$ cat src/rtl/hazard_pkg.sv
// hazard_pkg: shared types and constants for the ID-stage hazard and forwarding logic.
// Revision 1.0
`default_nettype none

package hazard_pkg;

    typedef enum logic [0:0] {
        IDLE = 1'b0,
        BUSY = 1'b1
    } state_t;

    // Forward-select encodings shared with the ALU and RF forwarding selectors
    localparam logic [1:0] FWD_RF  = 2'b00;
    localparam logic [1:0] FWD_ALU = 2'b01;
    localparam logic [1:0] FWD_DM  = 2'b10;

    localparam int MDU_LAT_DEF = 4;

endpackage

`default_nettype wire

$ cat src/rtl/mdu_busy_timer.sv
// mdu_busy_timer: tracks MDU occupancy from an accepted start strobe to HI/LO valid.
// Revision 1.0
`default_nettype none

module mdu_busy_timer
    import hazard_pkg::*;
#(
    parameter int MDU_LAT = MDU_LAT_DEF,
    parameter int CNT_W   = 5
) (
    input  logic clk,
    input  logic rst_n,
    input  logic start,
    output logic busy,
    output logic done
);

    state_t           state;
    logic [CNT_W-1:0] cnt;

    always_ff @(posedge clk) begin
        if (!rst_n) begin
            state <= IDLE;
            cnt   <= '0;
            done  <= 1'b0;
        end else begin
            done <= 1'b0;
            case (state)
                IDLE: begin
                    if (start) begin
                        state <= BUSY;
                        cnt   <= CNT_W'(MDU_LAT - 1);
                    end
                end
                BUSY: begin
                    // Last occupied cycle: HI/LO valid is flagged on the following cycle
                    if (cnt == '0) begin
                        state <= IDLE;
                        done  <= 1'b1;
                    end else begin
                        cnt <= cnt - CNT_W'(1);
                    end
                end
                default: state <= IDLE;
            endcase
        end
    end

    assign busy = (state == BUSY);

endmodule

`default_nettype wire

$ cat src/rtl/hazard_stall_ctrl.sv
// hazard_stall_ctrl: load-use / MDU-occupancy stall and taken-branch flush control for ID.
// Revision 1.0
`default_nettype none

module hazard_stall_ctrl
    import hazard_pkg::*;
#(
    parameter int MDU_LAT = MDU_LAT_DEF,
    parameter int CNT_W   = 5,
    parameter int PERF_W  = 16
) (
    input  logic              clk,
    input  logic              rst_n,
    input  logic [4:0]        ID_rs,
    input  logic [4:0]        ID_rt,
    input  logic              ID_UseRs,
    input  logic              ID_UseRt,
    input  logic              ID_IsMdu,
    input  logic              ID_ReadHiLo,
    input  logic              ID_EX_MemRd,
    input  logic              ID_EX_RfWr,
    input  logic [4:0]        ID_EX_rw,
    input  logic              EX_Taken,
    output logic              PcWr,
    output logic              IF_ID_Wr,
    output logic              IF_ID_Flush,
    output logic              ID_EX_Flush,
    output logic              MduStart,
    output logic              MduBusy,
    output logic              MduDone,
    output logic [PERF_W-1:0] StallCycles
);

    logic load_use;
    logic mdu_haz;
    logic stall;

    // Register 0 is hardwired, so a load targeting it never creates a dependency
    assign load_use = ID_EX_MemRd && ID_EX_RfWr && (ID_EX_rw != 5'd0) &&
                      ((ID_UseRs && (ID_rs == ID_EX_rw)) ||
                       (ID_UseRt && (ID_rt == ID_EX_rw)));

    assign mdu_haz = MduBusy && (ID_IsMdu || ID_ReadHiLo);
    assign stall   = (load_use || mdu_haz) && !EX_Taken;

    always_comb begin
        PcWr        = 1'b1;
        IF_ID_Wr    = 1'b1;
        IF_ID_Flush = 1'b0;
        ID_EX_Flush = 1'b0;
        if (!rst_n) begin
            PcWr        = 1'b0;
            IF_ID_Wr    = 1'b0;
            IF_ID_Flush = 1'b1;
            ID_EX_Flush = 1'b1;
        end else if (EX_Taken) begin
            IF_ID_Flush = 1'b1;
            ID_EX_Flush = 1'b1;
        end else if (stall) begin
            PcWr        = 1'b0;
            IF_ID_Wr    = 1'b0;
            ID_EX_Flush = 1'b1;
        end
    end

    assign MduStart = rst_n && ID_IsMdu && !stall && !EX_Taken && !MduBusy;

    mdu_busy_timer #(
        .MDU_LAT (MDU_LAT),
        .CNT_W   (CNT_W)
    ) u_mdu_busy_timer (
        .clk   (clk),
        .rst_n (rst_n),
        .start (MduStart),
        .busy  (MduBusy),
        .done  (MduDone)
    );

    always_ff @(posedge clk) begin
        if (!rst_n) begin
            StallCycles <= '0;
        end else if (!PcWr && (StallCycles != '1)) begin
            StallCycles <= StallCycles + PERF_W'(1);
        end
    end

endmodule

`default_nettype wire
$ cat config.mk
export PLATFORM = sky130hd
export DESIGN_NAME = hazard_stall_ctrl
export DESIGN_NICKNAME = d
export VERILOG_FILES = /design/src/rtl/hazard_pkg.sv /design/src/rtl/mdu_busy_timer.sv /design/src/rtl/hazard_stall_ctrl.sv
export SDC_FILE = /design/constraint.sdc
export NUM_CORES = 1
export LEC_CHECK = 0
export ABC_AREA = 1
export CAP_MARGIN = 20
export CORE_ASPECT_RATIO = 0.5
export CORE_UTILIZATION = 50
export CTS_CLUSTER_SIZE = 10
export DETAILED_ROUTE_END_ITERATION = 10
export PLACE_DENSITY_LB_ADDON = 0.3
export SYNTH_ARGS = -nofsm -noshare
export SYNTH_HDL_FRONTEND = slang
export SYNTH_SLANG_ARGS = --single-unit
$ cat constraint.sdc
create_clock -name clk -period 4.2 [get_ports clk]
set_input_delay 0.63 -clock clk [delete_from_list [all_inputs] [get_ports clk]]
set_output_delay 0.63 -clock clk [all_outputs]
set_load 0.02 [all_outputs]
After elaboration in Yosys (flattened, before gate mapping)
Cells that the tools add are included.
- output and inout bits: 23
- bits in registers: 23
- input bits: 24
- logic and storage cells: 50
- eq/ne operators: 5
- $add $sub $neg: 2
- muxes and demuxes: 15
- bitwise operators: 1
- reductions and logical operators: 23
- operators by type and width (cell ; number):
    16-bit by 1-bit adder with 16-bit output (second input constant) ; 1
    16-bit inequality test (second input constant) ; 1
    1-bit logical AND ; 12
    1-bit 2-to-1 mux ; 11
    5-bit == test ; 2
    5-bit 2-to-1 mux ; 2
    5-bit one-hot mux with 2 select lines ; 1
    5-bit zero test ; 1
    5-bit nonzero test ; 1
    5-bit by 1-bit subtractor with 5-bit output (second input constant) ; 1
    1-bit zero test ; 4
    2-bit inequality test (second input constant) ; 2
    2-bit AND reduction ; 2
    1-bit logical OR ; 3
    1-bit one-hot mux with 2 select lines ; 1
    1-bit inverter ; 1

Longest topological paths before layout
Gate-level depths: netlist of run 1.
- word-level depth: 12
- mapped depth: 14
- depth with buffers taken out: 13

Modules after synthesis
From an unflattened synthesis of run 1, not the netlist that was laid out.
- cells, all modules: 263
- area total of the unflattened synthesis: 1614.0 um^2
- modules (own cells, without submodules) (module ; cells an instance ; seq. area each (um^2) ; instances ; area each (um^2)):
    hazard_stall_ctrl ; 219 ; 320.3 ; 1 ; 1273.7
    mdu_busy_timer ; 44 ; 140.1 ; 1 ; 340.3

Worst setup path after synthesis of run 1
No wires, ideal clock.
- kind: input-to-output
- start point: input port ID_EX_rw[3]
- end point: output port PcWr
- data required time: 3.570 ns
- data arrival time: 1.884 ns
- stages on the path: 14
- path buffers: 3
- path slack: 1.686 ns
- cells stage by stage: inv_1 > nand2_1 > nand2_1 > nor2_1 > nand3_1 > nand2_1 > nand2_1 > nand2_1 > nand2_1 > nand2_1 > buf_2 > buf_4 > inv_1 > buf_4
- word-level cells in the longest chain between the ends: 9
- elaborated cells between the ends (all ways): 13
- those cells by class: eq/ne (2); mux (3); reduce/logical (8)
- RTL lines (what ; RTL line ; text):
    start, declared ; hazard_stall_ctrl.sv:22 ; input logic [4:0] ID_EX_rw,
    5-bit == test (on tied branches) ; hazard_stall_ctrl.sv:40, hazard_stall_ctrl.sv:41 ;
    1-bit logical AND (on tied branches) ; hazard_stall_ctrl.sv:40, hazard_stall_ctrl.sv:41 ;
    1-bit logical OR ; hazard_stall_ctrl.sv:40 ; ((ID_UseRs && (ID_rs == ID_EX_rw)) ||
    1-bit logical AND * ; hazard_stall_ctrl.sv:39 ; assign load_use = ID_EX_MemRd && ID_EX_RfWr && (ID_EX_rw != 5'd0) &&
    1-bit logical OR * ; hazard_stall_ctrl.sv:44 ; assign stall = (load_use || mdu_haz) && !EX_Taken;
    1-bit logical AND * ; hazard_stall_ctrl.sv:44 ;
    1-bit 2-to-1 mux * (3 in series) ; -- ;
    end, declared ; hazard_stall_ctrl.sv:24 ; output logic PcWr,
Mark *: on every way between the ends. The rest lies on a longest branch, timed or not.

Worst setup path after layout of run 1
- start point: input port ID_EX_rw[0]
- end point: output port MduStart
- word-level cells in the longest chain between the ends: 10
- elaborated cells between the ends (all ways): 14
- those cells by class: eq/ne (2); reduce/logical (12)
- RTL lines (what ; RTL line ; text):
    5-bit == test (on tied branches) ; hazard_stall_ctrl.sv:40, hazard_stall_ctrl.sv:41 ;
    1-bit logical AND (on tied branches) ; hazard_stall_ctrl.sv:40, hazard_stall_ctrl.sv:41 ;
    1-bit logical OR ; hazard_stall_ctrl.sv:40 ;
    1-bit logical AND * ; hazard_stall_ctrl.sv:39 ;
    1-bit logical OR * ; hazard_stall_ctrl.sv:44 ;
    1-bit logical AND * ; hazard_stall_ctrl.sv:44 ;
    1-bit zero test * ; hazard_stall_ctrl.sv:66 ; assign MduStart = rst_n && ID_IsMdu && !stall && !EX_Taken && !MduBusy;
    1-bit logical AND * (3 in series) ; hazard_stall_ctrl.sv:66 ;
    end, declared ; hazard_stall_ctrl.sv:28 ; output logic MduStart,
Marks and branches as above.

==> impl_table.tex, run 1 <==
\begin{tabular}{lr}
\hline
Metric & Value \\
\hline
\multicolumn{2}{l}{\textbf{Outcome}} \\
Outcome & finished clean \\
\multicolumn{2}{l}{\textbf{Synthesis}} \\
Syn\_nets & 267 \\
Synthesis Warnings & 0 \\
Synthesized area per cell & 6.38 µm² \\
Sequential share of the synthesized area & 0.301 \\
Post-synth cell types & 24 \\
Cell count after synthesis & 240 \\
\#FFs+latches synth & 23 \\
Mapped cell area & 0.00153 mm² \\
\multicolumn{2}{l}{\textbf{Setup path}} \\
CP endpoint kind & output port \\
Crit path DAT & 2.65 ns \\
Reg-to-reg critical path startpoint & StallCycles[0]\$\_SDFFE\_PN0P\_ \\
Category of the worst setup path launch point & input pin \\
Peak fanout along the critical path & 8 \\
Worst-case reg-to-reg path depth & 9 \\
Critical Setup Path Class & in2out \\
Reg2Reg Setup Slack & 2.20 ns \\
Worst flop-to-flop path endpoint & StallCycles[9]\$\_SDFFE\_PN0P\_ \\
Critical path required time & 3.57 ns \\
\multicolumn{2}{l}{\textbf{Clock network}} \\
CTS Root Cell & sky130\_fd\_sc\_hd\_\_clkbuf\_8 \\
Number of buffers inserted for hold repair after clock tree synthesis & 0 \\
TritonCTS clock tree & built \\
Depth of the CTS H-tree & 1 \\
Clock network latency to the later pin of the worst-skew pair & 0.26 ns \\
Buffers inserted during post-CTS setup optimization & 0 \\
Number of buffers added by the clock tree synthesis step & 3 \\
Cts repair resizes & 0 \\
Number of sinks handled by clock tree synthesis & 23 \\
Largest buffer count on any clock path & 2 \\
Clock slew at the register clock pins of the worst setup and hold paths & 0.08 ns \\
\multicolumn{2}{l}{\textbf{GRT}} \\
Total grt overflow & 0 \\
Pin count of the biggest net entering global routing & 20 \\
Global-route wire length before repair & 5810 µm \\
Via count of the first global-routing pass & 1,349 \\
GR Util All Layers & 0.236 \\
Initial antenna violation count & 0 \\
\multicolumn{2}{l}{\textbf{Routing}} \\
Top layer used by detailed routing & met4 \\
Final wirelength & 3710 µm \\
Avg WL per Cell & 11.5 µm \\
First-pass iteration count of the detailed router & 4 \\
Total met2 wirelength after detailed routing & 1730 µm \\
Vias after detailed routing & 1,656 \\
Sum of routed wire segments on met1 & 1720 µm \\
Vias per inst & 5.13 \\
Number of remaining DRC errors & 0 \\
Met3 layer wire length in the routed design & 256 µm \\
Post-DRT Antenna Nets & 0 \\
Detailed Route Iter0 Violations & 99 \\
\multicolumn{2}{l}{\textbf{STA}} \\
Final slew viol count & 0 \\
Unrepaired setup endpoints after global routing & no \\
Period utilisation layout & 0.782 \\
Post-route clock skew & 0.00251 ns \\
Transition time at the pin with the least slew margin & 0.306 ns \\
Final critical-path required period & 3.28 ns \\
Hold Violations, Final & 0 \\
Remaining max-slew budget at the tightest pin & 0.794 \\
Total setup violations reported at the end of the flow & 0 \\
Summed negative setup slack over all endpoints & 0 ns \\
Achievable frequency & 304 MHz \\
\multicolumn{2}{l}{\textbf{Die}} \\
Die outline height & 41.1 µm \\
Die Width & 80.3 µm \\
Floorplan die area & 0.00330 mm² \\
Placeable core region & 0.00275 mm² \\
Initial standard-cell utilization of the core & 0.557 \\
\# rows & 13 \\
I/O pin count & 47 \\
\multicolumn{2}{l}{\textbf{Hold path}} \\
Worst Hold Path EP & u\_mdu\_busy\_timer.done\$\_SDFF\_PN0\_ \\
Class of the worst hold path & reg2reg \\
Cell count of the worst hold path & 2 \\
Start point of the worst min-delay path & u\_mdu\_busy\_timer.busy\$\_SDFF\_PN0\_ \\
\multicolumn{2}{l}{\textbf{Power}} \\
Peak supply drop & 0.183 mV \\
Leakage component of the power & 0.897 nW \\
Pwr/cell area & 225 mW/mm² \\
\multicolumn{2}{l}{\textbf{Cells and area}} \\
Relative area change from synthesis to final layout & 34.5\% \\
Diode insertion count for antenna repair & 0 \\
Area of the multi-input gates & 918 µm² \\
Register area & 460 µm² \\
Fraction of layout instances using a drive strength above 1 & 0.0455 \\
Number of nets in the final layout & 314 \\
Filler cell count in the final layout & 236 \\
Layout Utilization & 0.749 \\
\multicolumn{2}{l}{\textbf{Placement}} \\
Routability congestion estimate from global placement & 0.897 \\
IO Port Bufs & 46 \\
Detailed Place HPWL & 2820 µm \\
\multicolumn{2}{l}{\textbf{Flow run}} \\
Number of maximum-capacitance constraint violations & 0 \\
\hline
\end{tabular}
==> critical path, cell delays in order <==
cell,delay (ns)
sky130_fd_sc_hd__clkdlybuf4s50_1,0.55
sky130_fd_sc_hd__nand2_1,0.08
sky130_fd_sc_hd__nand2_1,0.07
sky130_fd_sc_hd__nor2_1,0.04
sky130_fd_sc_hd__nand3_1,0.08
sky130_fd_sc_hd__nand2_1,0.05
sky130_fd_sc_hd__nand2_1,0.13
sky130_fd_sc_hd__nand4_1,0.29
sky130_fd_sc_hd__inv_1,0.13
sky130_fd_sc_hd__clkdlybuf4s50_1,0.61
==> metal layers <==
layer  GRT usage  vias up
li1            -      857
met1       0.289      752
met2       0.457       45
met3      0.0556        2
met4      0.0134        0
met5           0        -
==> power by group <==
part | switching, mW | internal, mW | total, mW
combinational | 0.0507 | 0.0467 | 0.0974
sequential | 0.00458 | 0.223 | 0.228
clock | 0.0728 | 0.0663 | 0.139
total | 0.128 | 0.336 | 0.464
==> area by class of cell <==
class,instances,area share
multi-input cells,181,0.446
well taps,37,0.0225
clock buffers,3,0.0200
inverters,30,0.0547
repair buffers,48,0.231
clock inverters,1,0.00243
flip-flops and latches,23,0.224
==> registers in the layout, summed over array words and instances (netlist names) <==
name,cells
StallCycles,16
u_mdu_busy_timer.cnt,5
u_mdu_busy_timer.busy,1
u_mdu_busy_timer.done,1
==> cells by family after synthesis <==
| logic type | share of synthesized area |
|---|---|
| xor+xnor | 0.0858 |
| simple gates | 0.413 |
| buf+inv | 0.0997 |
| fa+ha+maj | 0.0245 |
| compound gates | 0.0768 |
| flops | 0.301 |
==> layout by cell type (no fill, tap or decap), types with 3 or more instances in the layout <==
cell type,count
sky130_fd_sc_hd__a21oi_1,21
sky130_fd_sc_hd__clkbuf_8,3
sky130_fd_sc_hd__clkdlybuf4s50_1,46
sky130_fd_sc_hd__dfxtp_1,23
sky130_fd_sc_hd__ha_1,3
sky130_fd_sc_hd__inv_1,29
sky130_fd_sc_hd__nand2_1,67
sky130_fd_sc_hd__nand3_1,32
sky130_fd_sc_hd__nand4_1,4
sky130_fd_sc_hd__nor2_1,24
sky130_fd_sc_hd__nor3_1,4
sky130_fd_sc_hd__xnor2_1,6
sky130_fd_sc_hd__xor2_1,9
==> stage by stage <==
step / worst slack, ns / area (µm²) / hold WS [ns] / std cells / power (mW)
floorplan: 1.69 / 1530 / 0.460 / 240 / 0.285
global placement: 1.00 / 2010 / 0.474 / 319 / 0.326
detailed placement: 0.935 / 2010 / 0.488 / 319 / 0.329
CTS: 0.927 / 2060 / 0.501 / 323 / 0.467
global route: 0.731 / 2060 / 0.541 / 323 / 0.491
finish: 0.916 / 2060 / 0.505 / 323 / 0.464
==> cell usage after synthesis <==
cell type | n | share of area
sky130_fd_sc_hd__nor2_2 | 1 | 0.0041
sky130_fd_sc_hd__nand3b_4 | 1 | 0.013
sky130_fd_sc_hd__nand4_1 | 4 | 0.016
sky130_fd_sc_hd__clkinv_1 | 1 | 0.0024
sky130_fd_sc_hd__clkbuf_1 | 1 | 0.0024
sky130_fd_sc_hd__a21oi_1 | 21 | 0.069
sky130_fd_sc_hd__buf_6 | 1 | 0.0074
sky130_fd_sc_hd__nor3_1 | 4 | 0.013
sky130_fd_sc_hd__inv_1 | 29 | 0.071
sky130_fd_sc_hd__nor2_4 | 2 | 0.015
sky130_fd_sc_hd__nand2_2 | 2 | 0.0082
sky130_fd_sc_hd__xor2_1 | 9 | 0.051
sky130_fd_sc_hd__nand2_4 | 1 | 0.0074
sky130_fd_sc_hd__xnor2_1 | 6 | 0.034
sky130_fd_sc_hd__buf_4 | 2 | 0.0098
sky130_fd_sc_hd__nand2_1 | 67 | 0.16
sky130_fd_sc_hd__dfxtp_1 | 23 | 0.30
sky130_fd_sc_hd__buf_2 | 2 | 0.0065
sky130_fd_sc_hd__ha_1 | 3 | 0.025
sky130_fd_sc_hd__nand3_1 | 32 | 0.10
sky130_fd_sc_hd__o211ai_1 | 1 | 0.0049
sky130_fd_sc_hd__nor4_1 | 2 | 0.0082
sky130_fd_sc_hd__o21ai_0 | 1 | 0.0033
sky130_fd_sc_hd__nor2_1 | 24 | 0.059
==> how the worst max path moves through the flow <==
stage,slack [ns],start,depth (start not counted),endpoint
5_1_grt,0.73,ID_EX_rw[4],11,MduStart
3_5_place_dp,0.93,ID_EX_rw[0],10,MduStart
6_report,0.92,ID_EX_rw[0],10,MduStart
2_1_floorplan,1.69,ID_EX_rw[3],14,PcWr
4_1_cts,0.93,ID_EX_rw[0],10,MduStart
3_3_place_gp,1.00,ID_EX_rw[0],10,MduStart
Note: power is estimated with default switching activity, not from simulation.
==> run 2, diff against run 1 <==
CORE_UTILIZATION = 47   (was 50)
clock period = 3.3 ns   (was 4.2 ns; I/O delays follow)
==> run 2 against run 1 <==
Compared with the run above: wire length is 5.0% higher; count of clock-buffer cells in the layout grew 1; total power is 28% higher; sequential share of layout area decreased by 0.19 points; critical path type unchanged; highest routed layer unchanged.
==> impl_table.tex, run 2 (synthesis gave the netlist of run 1 again) <==
\begin{tabular}{lr}
\hline
Metric & Value \\
\hline
\multicolumn{2}{l}{\textbf{Outcome}} \\
Outcome & finished clean \\
\multicolumn{2}{l}{\textbf{Cells and area}} \\
Most common library cell in the layout ignoring fill and taps & sky130\_fd\_sc\_hd\_\_nand2\_1 \\
Register with the highest flop count & StallCycles \\
Number of cells in the finished layout apart from fillers & 328 \\
Fraction of layout instances using a drive strength above 1 & 0.0486 \\
Registers with the most flip-flops & StallCycles x16, u\_mdu\_busy\_timer.cnt x5 \\
Commonest cells after routing, fill and taps aside & sky130\_fd\_sc\_hd\_\_nand2\_1 (67), sky130\_fd\_sc\_hd\_\_clkdlybuf4s50\_1 (46), sky130\_fd\_sc\_hd\_\_nand3\_1 (32) \\
Layout Utilization & 0.681 \\
Diode insertion count for antenna repair & 0 \\
Largest register FFs & 16 \\
Relative area change from synthesis to final layout & 35.6\% \\
Number of nets in the final layout & 316 \\
\multicolumn{2}{l}{\textbf{Die}} \\
Initial standard-cell utilization of the core & 0.502 \\
Die outline height & 42.4 µm \\
\# rows & 14 \\
I/O pin count & 47 \\
Die Width & 82.7 µm \\
Floorplan die area & 0.00350 mm² \\
Placeable core region & 0.00305 mm² \\
\multicolumn{2}{l}{\textbf{Routing}} \\
Vias after detailed routing & 1,660 \\
Avg WL per Cell & 11.9 µm \\
Vias per inst & 5.06 \\
First-pass iteration count of the detailed router & 4 \\
Number of remaining DRC errors & 0 \\
Post-DRT Antenna Nets & 0 \\
Detailed Route Iter0 Violations & 144 \\
Final wirelength & 3890 µm \\
\multicolumn{2}{l}{\textbf{STA}} \\
Achievable frequency & 338 MHz \\
Final critical-path required period & 2.96 ns \\
Total setup violations reported at the end of the flow & 0 \\
Period utilisation layout & 0.896 \\
Unrepaired setup endpoints after global routing & no \\
Summed negative setup slack over all endpoints & 0 ns \\
Post-route clock skew & 0.00840 ns \\
Transition time at the pin with the least slew margin & 0.381 ns \\
Hold Violations, Final & 0 \\
Final slew viol count & 0 \\
Remaining max-slew budget at the tightest pin & 0.744 \\
\multicolumn{2}{l}{\textbf{GRT}} \\
Global-route wire length before repair & 6200 µm \\
Total grt overflow & 0 \\
Via count of the first global-routing pass & 1,496 \\
Initial antenna violation count & 0 \\
Pin count of the biggest net entering global routing & 20 \\
GR Util All Layers & 0.232 \\
\multicolumn{2}{l}{\textbf{Power}} \\
Fraction of power consumed by the clock network & 0.304 \\
Sequential group share of total power & 0.486 \\
Peak supply drop & 0.260 mV \\
Leakage component of the power & 0.903 nW \\
Pwr/cell area & 287 mW/mm² \\
Int Power & 431 µW \\
Fraction of power spent switching nets & 0.276 \\
Combinational share of power & 0.210 \\
Net Sw Power & 164 µW \\
\multicolumn{2}{l}{\textbf{Clock network}} \\
Clock network latency to the later pin of the worst-skew pair & 0.27 ns \\
TritonCTS clock tree & built \\
Number of buffers inserted for hold repair after clock tree synthesis & 0 \\
Depth of the CTS H-tree & 1 \\
Cts repair resizes & 0 \\
CTS Root Cell & sky130\_fd\_sc\_hd\_\_clkbuf\_8 \\
Number of buffers added by the clock tree synthesis step & 3 \\
Clock slew at the register clock pins of the worst setup and hold paths & 0.08 ns \\
Buffers inserted during post-CTS setup optimization & 0 \\
Number of sinks handled by clock tree synthesis & 23 \\
Largest buffer count on any clock path & 2 \\
\multicolumn{2}{l}{\textbf{Setup path}} \\
Critical Setup Path Class & in2out \\
Reg-to-reg critical path startpoint & StallCycles[0]\$\_SDFFE\_PN0P\_ \\
Critical path required time & 2.80 ns \\
CP endpoint kind & output port \\
Crit path DAT & 2.46 ns \\
Worst setup path start & ID\_EX\_rw[1] \\
Peak fanout along the critical path & 4 \\
Category of the worst setup path launch point & input pin \\
\multicolumn{2}{l}{\textbf{Hold path}} \\
Class of the worst hold path & reg2reg \\
Start point of the worst min-delay path & u\_mdu\_busy\_timer.cnt[4]\$\_SDFFE\_PN0P\_ \\
\multicolumn{2}{l}{\textbf{Placement}} \\
Routability congestion estimate from global placement & 0.826 \\
Detailed Place HPWL & 2820 µm \\
IO Port Bufs & 46 \\
Cell count after placement & 324 \\
\multicolumn{2}{l}{\textbf{Flow run}} \\
Number of maximum-capacitance constraint violations & 0 \\
\hline
\end{tabular}
run 2: area by class of cell:
cell class              count  area (µm²)
fillers                   275         971
multi-input cells         181         918
repair buffers             50         490
flip-flops and latches     23         460
inverters                  30         113
well taps                  40        50.0
clock buffers               4        45.0
run 2: path summary, 6_finish.rpt:
kind	endpoint	slack, ns	depth (start not counted)
worst min-delay path	u_mdu_busy_timer.cnt[4]$_SDFFE_PN0P_	0.50	2
worst max register to register	StallCycles[15]$_SDFFE_PN0P_	1.33	9
worst min register to register	u_mdu_busy_timer.cnt[4]$_SDFFE_PN0P_	0.50	2
worst max-delay path	PcWr	0.34	13
run 2: worst max-delay path: stages:
cell                              delay, ns
sky130_fd_sc_hd__clkdlybuf4s50_1       0.53
sky130_fd_sc_hd__inv_1                 0.07
sky130_fd_sc_hd__nand2_1               0.06
sky130_fd_sc_hd__nand2_1               0.05
sky130_fd_sc_hd__nor2_1                0.09
sky130_fd_sc_hd__nand3_1               0.08
sky130_fd_sc_hd__nand2_1               0.07
sky130_fd_sc_hd__nand2_1               0.13
sky130_fd_sc_hd__nand2_1               0.09
sky130_fd_sc_hd__nand2_1               0.05
sky130_fd_sc_hd__nand2_1               0.12
sky130_fd_sc_hd__inv_1                 0.08
sky130_fd_sc_hd__clkdlybuf4s50_1       0.54
run 2: per-stage QoR:
| stage | cell area [µm²] | hold slack, ns | setup WS (ns) | power, mW |
|---|---|---|---|---|
| 2_1_floorplan | 1530 | 0.460 | 1.06 | 0.363 |
| 3_3_place_gp | 2030 | 0.463 | 0.390 | 0.417 |
| 3_5_place_dp | 2030 | 0.484 | 0.335 | 0.420 |
| 4_1_cts | 2080 | 0.498 | 0.325 | 0.600 |
| 5_1_grt | 2080 | 0.511 | 0.144 | 0.628 |
| 6_report | 2080 | 0.501 | 0.344 | 0.595 |
run 2: per-layer routing:
layer,share of wire,GRT usage,vias to the layer above,routed length [µm]
met4,0.0077,0.0552,0,30
li1,-,-,863,-
met3,0.069,0.0587,4,269
met1,0.46,0.275,743,1780
met2,0.47,0.416,50,1820
met5,0,0,-,0
run 2: power by group through the flow:
stage	Sequential, mW	Clock (mW)	Combinational (mW)
after floorplan	0.299	0	0.0643
after global placement	0.296	0	0.121
after detailed placement	0.296	0	0.124
after CTS	0.290	0.186	0.125
after global routing	0.291	0.199	0.138
final	0.290	0.181	0.125
